[src/rtl/uc_seq.sv]
// Microcode sequencer: five-state fetch/execute control FSM with single-step support,
// registered zero flag, sticky illegal-opcode flag and a retired-instruction counter.
module uc_seq #(
    parameter int CNT_W = 16
) (
    input  logic             clk,
    input  logic             reset,
    input  logic [5:0]       opcode,
    input  logic             z,
    input  logic             run,
    input  logic             step_mode,
    input  logic             step,
    output logic             s_inc,
    output logic             s_inm,
    output logic             we3,
    output logic             s_skip,
    output logic [2:0]       op,
    output logic             pc_we,
    output logic             halted,
    output logic             illegal,
    output logic [CNT_W-1:0] icount
);

    typedef enum logic [2:0] {IDLE, FETCH, EXEC, PAUSE, HALT} state_t;

    state_t state, state_nx;
    logic   zf;
    logic   is_alu, is_halt, is_ill;

    always_comb begin
        is_alu  = 1'b0;
        is_halt = 1'b0;
        is_ill  = 1'b0;
        casez (opcode)
            6'b000???: is_alu  = 1'b1;
            6'b001???,
            6'b010000,
            6'b010001,
            6'b010010,
            6'b010011: ;
            6'b011111: is_halt = 1'b1;
            default:   is_ill  = 1'b1;
        endcase
    end

    // Datapath controls are only live in EXEC; every other state looks like a quiet PC+1 select.
    always_comb begin
        state_nx = state;
        s_inc    = 1'b1;
        s_inm    = 1'b0;
        we3      = 1'b0;
        s_skip   = 1'b0;
        op       = 3'b000;
        pc_we    = 1'b0;
        case (state)
            IDLE:  if (run) state_nx = FETCH;
            FETCH: state_nx = EXEC;
            EXEC: begin
                casez (opcode)
                    6'b000???: begin op = opcode[2:0]; we3 = 1'b1; pc_we = 1'b1; end
                    6'b001???: begin s_inm = 1'b1; we3 = 1'b1; pc_we = 1'b1; end
                    6'b010000: begin s_inc = 1'b0; pc_we = 1'b1; end
                    6'b010001: begin s_inc = ~zf; pc_we = 1'b1; end
                    6'b010010: begin s_inc = zf; pc_we = 1'b1; end
                    6'b010011: begin s_skip = zf; pc_we = 1'b1; end
                    default: ;
                endcase
                if (is_halt || is_ill) state_nx = HALT;
                else if (step_mode)    state_nx = PAUSE;
                else                   state_nx = FETCH;
            end
            PAUSE: if (step) state_nx = FETCH;
            HALT:  state_nx = HALT;
            default: state_nx = IDLE;
        endcase
    end

    assign halted = (state == HALT);

    always_ff @(posedge clk) begin
        if (reset) begin
            state   <= IDLE;
            zf      <= 1'b0;
            illegal <= 1'b0;
            icount  <= '0;
        end else begin
            state <= state_nx;
            if (state == EXEC) begin
                if (is_alu) zf      <= z;
                if (pc_we)  icount  <= icount + CNT_W'(1);
                if (is_ill) illegal <= 1'b1;
            end
        end
    end

endmodule
[config.mk]
export PLATFORM = sky130hd
export DESIGN_NAME = uc_seq
export DESIGN_NICKNAME = d
export VERILOG_FILES = /design/src/rtl/uc_seq.sv
export SDC_FILE = /design/constraint.sdc
export NUM_CORES = 1
export LEC_CHECK = 0
export CORE_MARGIN = 2
export CORE_UTILIZATION = 47
export DETAILED_ROUTE_END_ITERATION = 6
export PLACE_DENSITY = 0.84
export SYNTH_ARGS = -nofsm -noshare
export SYNTH_HDL_FRONTEND = slang
export SYNTH_SLANG_ARGS = --single-unit
[constraint.sdc]
create_clock -name clk -period 5.4 [get_ports clk]
set_input_delay 0.81 -clock clk [delete_from_list [all_inputs] [get_ports clk]]
set_output_delay 0.81 -clock clk [all_outputs]
set_load 0.1 [all_outputs]
==> metrics.yaml <==
run_status:
  status: "complete, no violations"
global_route:
  antenna_found_initial: 0
  grt_remaining_overflow: 0
  grt_pass1_vias: 923
  grt_pass1_wl_um: 3990
  grt_max_degree: 24
  grtUsageTotal_pct: 19.4
hold_path:
  hp-class: "flop to flop"
worst_setup_path:
  cp.arrival_ns: 3.30
  cpMaxStageDelayCell: "clkdlybuf4s50_1"
  critPathLaunchType: "input pin"
  cp_common_cell: "clkdlybuf4s50_1"
  cp_cell_sequence: "clkdlybuf4s50_1 -> nor4_1 -> and2_1 -> clkdlybuf4s50_1"
  critPathKind: "input pin to primary output"
  cpPeakStageDelay_ns: 1.13
  crit_fanout: 12
  worstSetupEndpointType: "primary output"
  critPathRequiredTime_ns: 4.59
drt:
  drt_first_pass_iters: 4
  vias_per_cell: 5.44
  wl_per_cell_um: 12.5
  drc: 0
  drtIter0Drc: 18
  antenna_left: 0
  finalWirelength_um: 2400
  vias: 1044
die:
  die_w_um: 52.1
  die_area_um2: 2710
  die_h_um: 52.1
  start_util_pct: 49.6
  core_area_um2: 2190
  rows: 17
  ioPinCount: 38
cts:
  root_buffer: "clkbuf_4"
  cts_inserted_buffers: 3
  clk_pin_slew_ns: 0.12
  ctsHoldBuffers: 0
  cts_resized: 0
  cts_tree: "done"
  cts_sinks: 21
  clockBufferDepth: 2
  htreeDepth: 1
  clock_latency_ns: 0.30
  cts_setup_buffers: 0
placed_design:
  post-dp-hpwl_um: 1800
  place_congestion: 0.773
  io_buffers: 37
logic_synthesis:
  synthDistinctLibCells: 35
  syn_nets: 142
  synth_top_area_share_pct: 38.7
  ys_seq_elements: 21
  synthCells: 129
  syn_area_um2: 1090
  yosysTopAreaCell: "dfxtp_1"
  ys_top_cells_by_area: "dfxtp_1 39%, nor2_1 4.8%, nand3_1 4.6%"
  seq_area_frac_synth_pct: 38.7
  yosys_warnings: 0
  syn_area_per_cell_um2: 8.42
sta:
  hold_slack_ns: 0.495
  slew-limit-headroom_pct: 34.1
  worst_pin_slew_ns: 0.985
  max_clock_freq_ghz: 0.243
  drv_slew: 0
  tns_ns: 0
  finalWorstPathRequiredPeriod_ns: 4.11
  hold_viol: 0
  min_period_over_period_pct: 76.1
  clock_skew_ns: 0.00364
  rsz0062_at_grt: "no"
  setup_violations: 0
power:
  p_leak_uw: 0.000481
  power_density_nw_per_um2: 181
  power_uw: 270
  ir_drop_mv: 0.193
final_layout:
  mostFrequentLayoutCells: "37 x clkdlybuf4s50_1, 21 x dfxtp_1, 14 x nor2_1, 10 x nand3_1, 9 x a21oi_1"
  fillers: 181
  layout_commonest_cell: "clkdlybuf4s50_1"
  fin_nets: 178
  final_layout_size_suffix_gt1_share_pct: 6.10
  syn2layout_area_growth_pct: 37.7
  antenna_cells: 0
job:
  drv_cap: 0
-- cells by family (layout without fill, tap and decap cells) --
| logic type | count (synthesis) | count (layout) | share of synthesized area [%] |
|---|---|---|---|
| simple gates | 63 | 63 | 33.9 |
| xor+xnor | 5 | 5 | 4.03 |
| mux | 6 | 6 | 5.88 |
| buf+inv | 10 | 45 | 3.57 |
| compound gates | 23 | 23 | 12.8 |
| fa+ha+maj | 1 | 1 | 1.15 |
| flops | 21 | 21 | 38.7 |
-- worst max-delay path, delay by kind of cell --
family	cells	cell delay [ns]
buf+inv	2	1.71
simple gates	2	0.77
-- report_power, final --
part / internal [uW] / switching, uW / leakage [uW] / total (uW)
registers: 157 / 2.47 / 0.000170 / 159
logic: 14.1 / 22.7 / 0.000294 / 36.8
clock network: 27.6 / 46.2 / 0.0000177 / 73.8
total: 199 / 71.4 / 0.000481 / 270
-- Yosys cell counts --
cell / n
dfxtp_1: 21
o21ba_2: 1
nor4b_1: 1
nand2b_1: 1
a31oi_1: 1
or3_1: 3
nand3_1: 10
nand2_1: 3
xnor2_1: 4
and2_1: 6
a211oi_1: 1
or4_1: 2
clkbuf_1: 5
nand4_1: 4
nor3_1: 3
xor2_1: 1
or2_2: 1
mux2i_1: 3
and4_1: 2
and3_1: 2
ha_1: 1
buf_2: 1
o21a_1: 1
o31ai_1: 1
nor2b_1: 2
mux2_2: 3
nor2_1: 14
nor4_1: 5
or3b_1: 1
a21oi_1: 9
a21o_1: 4
nor4_4: 1
nand4b_1: 2
o21ai_0: 5
inv_1: 4
-- registers in the layout, indices dropped and copies added, names as in the netlist --
| register | count |
|---|---|
| zf | 1 |
| illegal | 1 |
| state | 3 |
| icount | 16 |
-- cell type report --
cell class,instances,area (um2),share of cell area (%)
sequential,21,420,28.1
inverter,4,15.0,1.00
multi-input combinational,98,627,41.9
clock inverter,1,5.00,0.335
clock buffer,3,22.5,1.51
tap,28,35.0,2.34
timing repair buffer,37,370,24.8
-- layer usage --
layer | GRT usage [%] | vias to the layer above | part of all wire [%]
met1 | 22.5 | 467 | 45
met5 | 0 | - | 0
li1 | - | 542 | -
met2 | 35.2 | 31 | 48
met3 | 3.16 | 4 | 5.3
met4 | 7.46 | 0 | 2.0
-- stage by stage --
stage / area [um2] / setup WS (ns) / util [%] / instances
final: 1500 / 1.29 / 68.2 / 192
after global routing: 1500 / 1.10 / 68.2 / 192
after CTS: 1500 / 1.28 / 68.2 / 192
after detailed placement: 1470 / 1.29 / 67.0 / 188
after global placement: 1470 / 1.35 / 67.0 / 188
after floorplan: 1090 / 0.512 / - / 129
-- final timing paths --
check | startpoint | to | slack [ns] | cells after the start
hold reg to reg | illegal$_SDFFE_PP0P_ | illegal$_SDFFE_PP0P_ | 0.50 | 1
setup reg to reg | state[1]$_SDFFE_PP0P_ | icount[15]$_SDFFE_PP0P_ | 3.03 | 4
hold / removal | illegal$_SDFFE_PP0P_ | illegal$_SDFFE_PP0P_ | 0.50 | 1
setup / recovery | opcode[5] | op[1] | 1.29 | 4
No activity file was read; power rests on OpenSTA's default activity.
